## src/rtl/branch_update_scheduler_if.sv

```systemverilog
// Branch update scheduler bus.
// Groups the resolve handshake, the decode lookup request/grant, the shared
// predictor-table port and the status outputs (flush, pending, mispredict_cnt).
//   master : the environment (mem stage, decode stage, predictor table)
//   slave  : the scheduler itself
interface branch_update_scheduler_if;
    logic        resolve_valid;
    logic [2:0]  resolve_idx;
    logic        resolve_taken;
    logic        resolve_pred;
    logic        resolve_ready;

    logic        lookup_req;
    logic [2:0]  lookup_idx;
    logic        lookup_grant;

    logic        tbl_en;
    logic        tbl_we;
    logic [2:0]  tbl_idx;
    logic        tbl_taken;

    logic        flush;
    logic [2:0]  pending;
    logic [15:0] mispredict_cnt;

    modport master (
        output resolve_valid, resolve_idx, resolve_taken, resolve_pred,
        output lookup_req, lookup_idx,
        input  resolve_ready, lookup_grant,
        input  tbl_en, tbl_we, tbl_idx, tbl_taken,
        input  flush, pending, mispredict_cnt
    );

    modport slave (
        input  resolve_valid, resolve_idx, resolve_taken, resolve_pred,
        input  lookup_req, lookup_idx,
        output resolve_ready, lookup_grant,
        output tbl_en, tbl_we, tbl_idx, tbl_taken,
        output flush, pending, mispredict_cnt
    );
endinterface

```

## src/rtl/branch_update_scheduler.sv

```systemverilog
// Branch update scheduler.
// Queues resolved branch records {idx, taken} in a 4-entry FIFO and shares a
// single predictor-table port between decode-stage lookups and queued
// updates. A misprediction pulses flush for one cycle and holds the FSM in
// FLUSH for two cycles, during which lookups are blocked and updates drain.
// Ports:
//   clk   : clock, rising edge
//   reset : asynchronous, active-high
//   bus   : branch_update_scheduler_if.slave (resolve, lookup, table port,
//           flush, pending, mispredict_cnt)
module branch_update_scheduler (
    input  logic                       clk,
    input  logic                       reset,
    branch_update_scheduler_if.slave   bus
);
    localparam int DEPTH = 4;

    typedef enum logic {ST_RUN, ST_FLUSH} state_t;

    state_t      state_q, state_d;
    logic        flush_first_q, flush_first_d;  // high during the first FLUSH cycle
    logic [1:0]  wr_ptr_q, wr_ptr_d;
    logic [1:0]  rd_ptr_q, rd_ptr_d;
    logic [2:0]  pending_q, pending_d;
    logic        flush_q, flush_d;
    logic [15:0] cnt_q, cnt_d;

    // FIFO storage has no reset: contents are only observed behind pending.
    logic [2:0]  mem_idx_q   [DEPTH];
    logic        mem_taken_q [DEPTH];

    logic full, empty, upd_priority;
    logic push, pop, mispredict;
    logic ready, lgrant;

    always_comb begin
        full         = (pending_q == 3'd4);
        empty        = (pending_q == 3'd0);
        // A full queue or a flush in progress lets the update path win.
        upd_priority = full || (state_q == ST_FLUSH);

        ready  = !reset && !full;
        push   = bus.resolve_valid && ready;
        // Pop is decided from registered occupancy only, so a record pushed
        // into an empty FIFO is never popped in the same cycle.
        pop    = !reset && !empty && (upd_priority || !bus.lookup_req);
        lgrant = !reset && !upd_priority && bus.lookup_req;

        mispredict = push && (bus.resolve_taken != bus.resolve_pred);
    end

    assign bus.resolve_ready  = ready;
    assign bus.lookup_grant   = lgrant;
    assign bus.tbl_en         = pop || lgrant;
    assign bus.tbl_we         = pop;
    assign bus.tbl_idx        = pop ? mem_idx_q[rd_ptr_q] : bus.lookup_idx;
    assign bus.tbl_taken      = pop ? mem_taken_q[rd_ptr_q] : 1'b0;
    assign bus.flush          = flush_q;
    assign bus.pending        = pending_q;
    assign bus.mispredict_cnt = cnt_q;

    // Pointer and occupancy next state.
    always_comb begin
        wr_ptr_d  = wr_ptr_q;
        rd_ptr_d  = rd_ptr_q;
        pending_d = pending_q;
        if (push) begin
            wr_ptr_d = wr_ptr_q + 2'd1;
        end
        if (pop) begin
            rd_ptr_d = rd_ptr_q + 2'd1;
        end
        if (push && !pop) begin
            pending_d = pending_q + 3'd1;
        end else if (pop && !push) begin
            pending_d = pending_q - 3'd1;
        end
    end

    // FSM next state, flush pulse and misprediction counter.
    always_comb begin
        state_d       = state_q;
        flush_first_d = flush_first_q;
        flush_d       = mispredict;
        cnt_d         = cnt_q;

        case (state_q)
            ST_RUN: begin
                if (mispredict) begin
                    state_d       = ST_FLUSH;
                    flush_first_d = 1'b1;
                end
            end
            ST_FLUSH: begin
                if (mispredict) begin
                    // Another misprediction restarts the two-cycle window.
                    flush_first_d = 1'b1;
                end else if (flush_first_q) begin
                    flush_first_d = 1'b0;
                end else begin
                    state_d = ST_RUN;
                end
            end
            default: begin
                state_d       = ST_RUN;
                flush_first_d = 1'b0;
            end
        endcase

        if (mispredict && (cnt_q != 16'hFFFF)) begin
            cnt_d = cnt_q + 16'd1;
        end
    end

    always_ff @(posedge clk or posedge reset) begin
        if (reset) begin
            state_q       <= ST_RUN;
            flush_first_q <= 1'b0;
            wr_ptr_q      <= 2'd0;
            rd_ptr_q      <= 2'd0;
            pending_q     <= 3'd0;
            flush_q       <= 1'b0;
            cnt_q         <= 16'd0;
        end else begin
            state_q       <= state_d;
            flush_first_q <= flush_first_d;
            wr_ptr_q      <= wr_ptr_d;
            rd_ptr_q      <= rd_ptr_d;
            pending_q     <= pending_d;
            flush_q       <= flush_d;
            cnt_q         <= cnt_d;
        end
    end

    always_ff @(posedge clk) begin
        if (push) begin
            mem_idx_q[wr_ptr_q]   <= bus.resolve_idx;
            mem_taken_q[wr_ptr_q] <= bus.resolve_taken;
        end
    end
endmodule

```

## src/flat_wrapper.sv

```systemverilog
// flat-port wrapper written by rule: the top's interface ports become plain ports
module branch_update_scheduler_flat 
  (clk, reset, bus_resolve_valid, bus_resolve_idx, bus_resolve_taken, bus_resolve_pred, bus_lookup_req, bus_lookup_idx, bus_resolve_ready, bus_lookup_grant, bus_tbl_en, bus_tbl_we, bus_tbl_idx, bus_tbl_taken, bus_flush, bus_pending, bus_mispredict_cnt);
  branch_update_scheduler_if bus_i ();
  input  logic clk;
  input  logic reset;
  input wire logic [$bits(bus_i.resolve_valid)-1:0] bus_resolve_valid;
  input wire logic [$bits(bus_i.resolve_idx)-1:0] bus_resolve_idx;
  input wire logic [$bits(bus_i.resolve_taken)-1:0] bus_resolve_taken;
  input wire logic [$bits(bus_i.resolve_pred)-1:0] bus_resolve_pred;
  input wire logic [$bits(bus_i.lookup_req)-1:0] bus_lookup_req;
  input wire logic [$bits(bus_i.lookup_idx)-1:0] bus_lookup_idx;
  output wire logic [$bits(bus_i.resolve_ready)-1:0] bus_resolve_ready;
  output wire logic [$bits(bus_i.lookup_grant)-1:0] bus_lookup_grant;
  output wire logic [$bits(bus_i.tbl_en)-1:0] bus_tbl_en;
  output wire logic [$bits(bus_i.tbl_we)-1:0] bus_tbl_we;
  output wire logic [$bits(bus_i.tbl_idx)-1:0] bus_tbl_idx;
  output wire logic [$bits(bus_i.tbl_taken)-1:0] bus_tbl_taken;
  output wire logic [$bits(bus_i.flush)-1:0] bus_flush;
  output wire logic [$bits(bus_i.pending)-1:0] bus_pending;
  output wire logic [$bits(bus_i.mispredict_cnt)-1:0] bus_mispredict_cnt;
  assign bus_i.resolve_valid = bus_resolve_valid;
  assign bus_i.resolve_idx = bus_resolve_idx;
  assign bus_i.resolve_taken = bus_resolve_taken;
  assign bus_i.resolve_pred = bus_resolve_pred;
  assign bus_i.lookup_req = bus_lookup_req;
  assign bus_i.lookup_idx = bus_lookup_idx;
  assign bus_resolve_ready = bus_i.resolve_ready;
  assign bus_lookup_grant = bus_i.lookup_grant;
  assign bus_tbl_en = bus_i.tbl_en;
  assign bus_tbl_we = bus_i.tbl_we;
  assign bus_tbl_idx = bus_i.tbl_idx;
  assign bus_tbl_taken = bus_i.tbl_taken;
  assign bus_flush = bus_i.flush;
  assign bus_pending = bus_i.pending;
  assign bus_mispredict_cnt = bus_i.mispredict_cnt;
  branch_update_scheduler u_core (.clk(clk), .reset(reset), .bus(bus_i));
endmodule
```

## config.mk

```make
export PLATFORM = sky130hd
export DESIGN_NAME = branch_update_scheduler_flat
export DESIGN_NICKNAME = d
export VERILOG_FILES = /design/src/rtl/branch_update_scheduler_if.sv /design/src/rtl/branch_update_scheduler.sv /design/src/flat_wrapper.sv
export SDC_FILE = /design/constraint.sdc
export NUM_CORES = 1
export LEC_CHECK = 0
export BUFFER_PORTS_ARGS = -buffer_cell sky130_fd_sc_hd__buf_2
export CAP_MARGIN = 0
export CORE_ASPECT_RATIO = 1.5
export CORE_UTILIZATION = 49
export CTS_CLUSTER_DIAMETER = 200
export DETAILED_ROUTE_END_ITERATION = 10
export GPL_ROUTABILITY_DRIVEN = 0
export PLACE_DENSITY_LB_ADDON = 0.2
export SLEW_MARGIN = 20
export SYNTH_ARGS = -nofsm -noshare
export SYNTH_HDL_FRONTEND = slang
export SYNTH_SLANG_ARGS = --single-unit
export TNS_END_PERCENT = 5
```

## constraint.sdc

```tcl
create_clock -name clk -period 2.4 [get_ports clk]
set_input_delay 0.36 -clock clk [delete_from_list [all_inputs] [get_ports clk]]
set_output_delay 0.36 -clock clk [all_outputs]
set_load 0.005 [all_outputs]
```

Word level (Yosys, flattened, before mapping)
Memories as Yosys holds them, arrays and structs flattened.
Cells that the tools add are included.
- memory bits (writable): 16
- logic and storage cells: 53
- output and inout port bits: 28
- register bits: 26
- input bits: 12
- memories: 2
- memories (memory ; depth ; width ; rd ports ; clocked after memory_dff ; write ports ; line ; RTL):
    u_core.mem_idx_q ; 4 ; 3 ; 1 ; 0 ; 1 ; branch_update_scheduler.sv:29 ; logic [2:0] mem_idx_q [DEPTH];
    u_core.mem_taken_q ; 4 ; 1 ; 1 ; 0 ; 1 ; branch_update_scheduler.sv:30 ; logic mem_taken_q [DEPTH];
- reduce and logical (&&, ||, !) cells: 22
- bitwise gates (word level): 1
- multiplexer cells: 12
- add/sub/neg operators: 5
- equality and inequality tests: 4
- operators by type and width (cell ; count):
    16-bit by 1-bit adder with 16-bit output (second input constant) ; 1
    16-bit != test (second input constant) ; 1
    1-bit logical AND ; 10
    3-bit two-way mux ; 3
    1-bit zero test ; 7
    1-bit two-way mux ; 7
    2-bit by 1-bit adder with 2-bit output (second input constant) ; 2
    1-bit one-hot mux with 2 select lines ; 2
    3-bit by 1-bit adder with 3-bit output (second input constant) ; 1
    3-bit equality test (second input constant) ; 1
    3-bit zero test ; 1
    1-bit logical OR ; 3
    3-bit by 1-bit subtractor with 3-bit output (second input constant) ; 1
    2-bit by 1-bit != test with 1-bit output (second input constant) ; 1
    2-bit nonzero test ; 1
    1-bit != test ; 1
    1-bit NOT ; 1

Longest topological paths before layout
- depth after elaboration: 8
- gate-level depth with buffers: 9
- depth with buffers taken out: 9

Worst setup path before layout
OpenSTA, ideal clock, no wires.
- path type: input-to-reg
- start point: input reset
- end point: register u_core.pending_q[2], in the netlist u_core.bus.pending[2]
- stages on the path: 9
- arrival time: 2.328 ns
- slack: -0.008 ns
- data required time: 2.320 ns
- path buffers: 1
- path through: inv_1 -> and3_1 -> buf_2 -> ha_1 -> inv_1 -> fa_1 -> xor2_1 -> nor2_1 -> xnor2_1
- word-level cells in the longest chain between the ends: 6
- elaborated cells on any way between the ends: 11
- RTL lines (item ; line ; RTL):
    from (decl) ; flat_wrapper.sv:6 ; input logic reset;
    1-bit zero test * ; branch_update_scheduler.sv:42 ; ready = !reset && !full;
    1-bit logical AND * ; branch_update_scheduler.sv:42 ;
    1-bit logical AND * ; branch_update_scheduler.sv:43 ; push = bus.resolve_valid && ready;
    net u_core.push ; branch_update_scheduler.sv:33 ; logic push, pop, mispredict;
    1-bit zero test ; branch_update_scheduler.sv:75 ; end else if (pop && !push) begin
    1-bit logical AND ; branch_update_scheduler.sv:75 ;
    2-bit nonzero test (no line) ; n/a ;
    to (signal assigned) ; branch_update_scheduler.sv:129 ; pending_q <= pending_d;
    to (decl) ; branch_update_scheduler.sv:24 ; logic [2:0] pending_q, pending_d;
The timed path passes the listed nets; every way through them passes the cells marked *.
A chain may end at the register's enable or synchronous reset.

Final worst setup path
- start point: register u_core.pending_q[1], in the netlist u_core.bus.pending[1]
- end point: output bus_tbl_idx[2]
- word-level cells in the longest chain between the ends: 5
- elaborated cells on any way between the ends: 8
- RTL lines (item ; line ; RTL):
    3-bit equality test / 3-bit zero test (equally long branches) ; branch_update_scheduler.sv:37, branch_update_scheduler.sv:38 ;
    1-bit logical OR / 1-bit zero test (equally long branches) ; branch_update_scheduler.sv:40, branch_update_scheduler.sv:46 ;
    1-bit logical OR / 1-bit logical AND (equally long branches) ; branch_update_scheduler.sv:46 ; pop = !reset && !empty && (upd_priority || !bus.lookup_req);
    1-bit logical AND * ; branch_update_scheduler.sv:46 ;
    3-bit two-way mux * ; branch_update_scheduler.sv:56 ; assign bus.tbl_idx = pop ? mem_idx_q[rd_ptr_q] : bus.lookup_idx;
    to (decl) ; flat_wrapper.sv:17 ; output wire logic [$bits(bus_i.tbl_idx)-1:0] bus_tbl_idx;
Every way passes the cells marked *; elsewhere a longest branch is shown, timed or not.

==> flow_summary_export.csv <==
group,metric,value,unit
clocking,clock-sinks,42,
critical_path,cp_max_fo,6,
final_layout,fin_area,0.00241,sq mm
global_route,grtUsageMet1,0.227,
yosys,synth_cells,152,
drt,wire_per_inst,16.1,microns
global_route,grt_most_used_layer,"met2",
sta,setup_violators_final,0,
clocking,clock_insertion_delay_worst_skew,0.30,ns
sta,timing_hold_violations_final,0,
drt,vias_per_cell,5.54,
global_route,met3_usage,0.0473,
hold_path,worstHoldPathType,"input port to asynchronous set/reset pin",
yosys,synth.lib_cells_used.distinct,35,
pwr,cellLeakagePower,1.09,nW
yosys,synthesis_warnings,0,
flow_run,maxCapViolCount,0,
status,status,"completed",
global_route,grt_pass1_vias,1437,
placed_design,placement.cell_area,0.00228,sq mm
floorplanning,die_w,54.3,microns
floorplanning,die_area,0.00437,sq mm
final_layout,final_cell_mix,"buf_2 (39), dfrtp_1 (24), edfxtp_1 (16), xnor2_1 (12), xor2_1 (10)",
global_route,global_routing_usage_summed_across_all_routing_layers,0.217,
global_route,grt_first_pass_wirelength,6610,microns
pwr,worst_ir_drop_on_vdd,0.683,mV
floorplanning,initial_core_util,0.512,
critical_path,worst_ep_required_time,2.04,ns
drt,drt-pass1-iter-count,4,
critical_path,worst-r2r-cell-count,6,
yosys,synth_largest_area_cell,"dfrtp_1",
final_layout,final.fill_count,341,
yosys,post_synth_instance_area,0.00201,sq mm
yosys,yosys_register_bits,42,
sta,finalMaxSlewViolations,0,
critical_path,setup_crit_start_kind,"flip-flop",
clocking,cts-hold-fix-buffers,0,
placed_design,dpl.hpwl,3040,microns
sta,clock-skew-final,0.0101,ns
final_layout,fin_nets,220,
floorplanning,standard_cell_rows,28,
yosys,synth.top_cell.area_share,0.324,
sta,setup-tns-final,0,ns
drt,via_count_of_the_routed_design,1368,
clocking,cts_buffers,5,
sta,fin_crit_sh,0.957,
critical_path,worstReg2RegEnd,"u_core.bus.pending[1]",
drt,ant_nets,0,
drt,finalWirelength,3990,microns
critical_path,critical_path_arrival,1.94,ns
pwr,power_per_cell_area,925,mW/mm^2
floorplanning,die_h,80.4,microns
clocking,clk_transition_reported_paths,0.09,ns
drt,detail_route.iter0.violations,19,
yosys,postSynthAreaPerCell,13.2,sq um
global_route,globalRouteMet2Util,0.382,
final_layout,syn_to_final_growth,19.7,%
sta,timing_limited_maximum_frequency,436,MHz
floorplanning,floorplan.core_area,0.00392,sq mm
sta,finalCriticalPeriod,2.30,ns
yosys,sequential_area_share_after_synthesis,0.563,
floorplanning,io_pins,40,
critical_path,worst_setup_path_end_kind,"primary output",
global_route,maximum_number_of_pins_on_one_net_before_global_route_repair,27,
global_route,globalRoute.totalOverflow,0,
critical_path,regToRegStartpoint,"u_core.bus.pending[1]",
yosys,yosys-top-cells-area,"dfrtp_1 (32%), edfxtp_1 (24%), xnor2_1 (5.2%)",
clocking,cts_tree,"yes",
clocking,ctsHtreeMaxLevel,2,
sta,worst_slew_pin_slew,0.491,ns
critical_path,regToRegSetupSlack,0.17,ns
final_layout,insertedDiodeCount,0,
placed_design,placed_cells_incl_taps,237,
final_layout,post-route-util,0.613,
sta,max-slew-margin-rel,0.670,
yosys,mappedNetlistNets,171,
final_layout,layout.cells.most_common,"buf_2",
critical_path,critPathKind,"flip-flop to primary output",
global_route,number_of_antenna_violations_at_the_first_check_in_global_routing,0,
clocking,clock_tree.buffer_depth,2,
sta,finalHoldWorstSlack,0.203,ns
final_layout,drive_above_1_share,0.361,
clocking,clock-root-buffer,"clkbuf_8",
placed_design,portBuffers,39,
drt,drcViolationCount,0,
final_layout,final-instance-count-excl-fill,247,
sta,rsz0062_at_grt,"no",
-- metrics by stage --
step	setup slack, ns	power, mW
final	0.104	2.23
after global routing	0.0130	2.39
after CTS	0.00119	2.24
after detailed placement	0.166	1.74
after global placement	0.239	1.69
after floorplan	0.104	1.49
-- sequential cells by signal, summed over array words and instances, names as in the netlist --
register,flops
u_core.mem_idx_q,12
u_core.mem_taken_q,4
u_core.flush_first_q,1
u_core.bus.mispredict_cnt,16
u_core.rd_ptr_q,2
u_core.bus.flush,1
u_core.wr_ptr_q,2
u_core.state_q,1
u_core.bus.pending,3
-- cell usage after synthesis --
| cell type | instances |
|---|---|
| dfrtp_1 | 26 |
| or3b_2 | 1 |
| edfxtp_1 | 16 |
| mux4_2 | 4 |
| nand2_1 | 8 |
| mux2_4 | 1 |
| nand3_1 | 7 |
| buf_2 | 1 |
| nor4_4 | 1 |
| o21ai_0 | 1 |
| and2_1 | 6 |
| a311oi_4 | 1 |
| or4_4 | 1 |
| a21oi_1 | 1 |
| ha_1 | 6 |
| xnor2_1 | 12 |
| mux2_2 | 4 |
| nand4_2 | 1 |
| inv_1 | 9 |
| nor3_1 | 5 |
| clkbuf_1 | 1 |
| fa_1 | 1 |
| and3_1 | 1 |
| nor3b_1 | 1 |
| and4_1 | 1 |
| nand2b_1 | 1 |
| nor4_1 | 7 |
| nand4_1 | 7 |
| nor2_2 | 1 |
| xor2_1 | 10 |
| nor2_1 | 3 |
| nand3_2 | 2 |
| or2_1 | 2 |
| nor2b_1 | 1 |
| a21o_1 | 1 |
-- critical path, cell delays in order (launching register included) --
cell	delay (ns)
dfrtp_2	0.46
or2_4	0.28
a311oi_4	0.30
buf_6	0.18
mux2_4	0.30
buf_2	0.13
-- final cells by class --
type / count / area (sq um) / share of cell area
Sequential cell: 42 / 1130 / 0.471
Tap cell: 45 / 56.3 / 0.0234
Clock buffer: 5 / 68.8 / 0.0286
Inverter: 9 / 37.5 / 0.0156
Multi-Input combinational cell: 99 / 850 / 0.353
Clock inverter: 3 / 23.8 / 0.00988
Timing Repair Buffer: 44 / 236 / 0.0983
-- metal layers --
layer	wire [microns]	vias up
li1	-	642
met1	1470	680
met2	2260	36
met3	152	10
met4	106	0
met5	0	-
-- report_power, final --
group / internal (mW) / switching (mW)
clock network: 0.208 / 0.254
registers: 0.896 / 0.179
logic: 0.387 / 0.301
-- worst max-delay path by stage --
stage | from | end | slack (ns) | depth (start not counted)
4_1_cts | u_core.bus.pending[1] | bus_tbl_idx[2] | 0.001 | 5
3_5_place_dp | u_core.bus.pending[1] | u_core.bus.pending[1] | 0.17 | 6
6_report | u_core.bus.pending[1] | bus_tbl_idx[2] | 0.10 | 5
2_1_floorplan | u_core.bus.pending[1] | u_core.bus.pending[1] | 0.10 | 7
3_3_place_gp | u_core.bus.pending[1] | u_core.bus.pending[1] | 0.24 | 6
5_1_grt | u_core.bus.pending[1] | bus_tbl_idx[0] | 0.01 | 5
-- cell families (layout without fill, tap and decap cells) --
family,Yosys count,count (layout),synth area share
adders and majority gates,7,7,0.0473
DFF,42,42,0.563
AOI/OAI and AO/OA,4,4,0.0218
and+or+nand+nor,57,57,0.176
buffers and inverters,11,61,0.0212
muxes,9,9,0.0747
xor gates and xnor gates,22,22,0.0959
-- timing repair --
item                                    4_1_cts  5_1_grt
pin swaps                                     0        1
gates resized for setup                       3        4
hold endpoints to repair                      0        0
setup buffers                                 2        0
endpoints found under the setup margin        3        3
(Power assumes the default switching activity.)
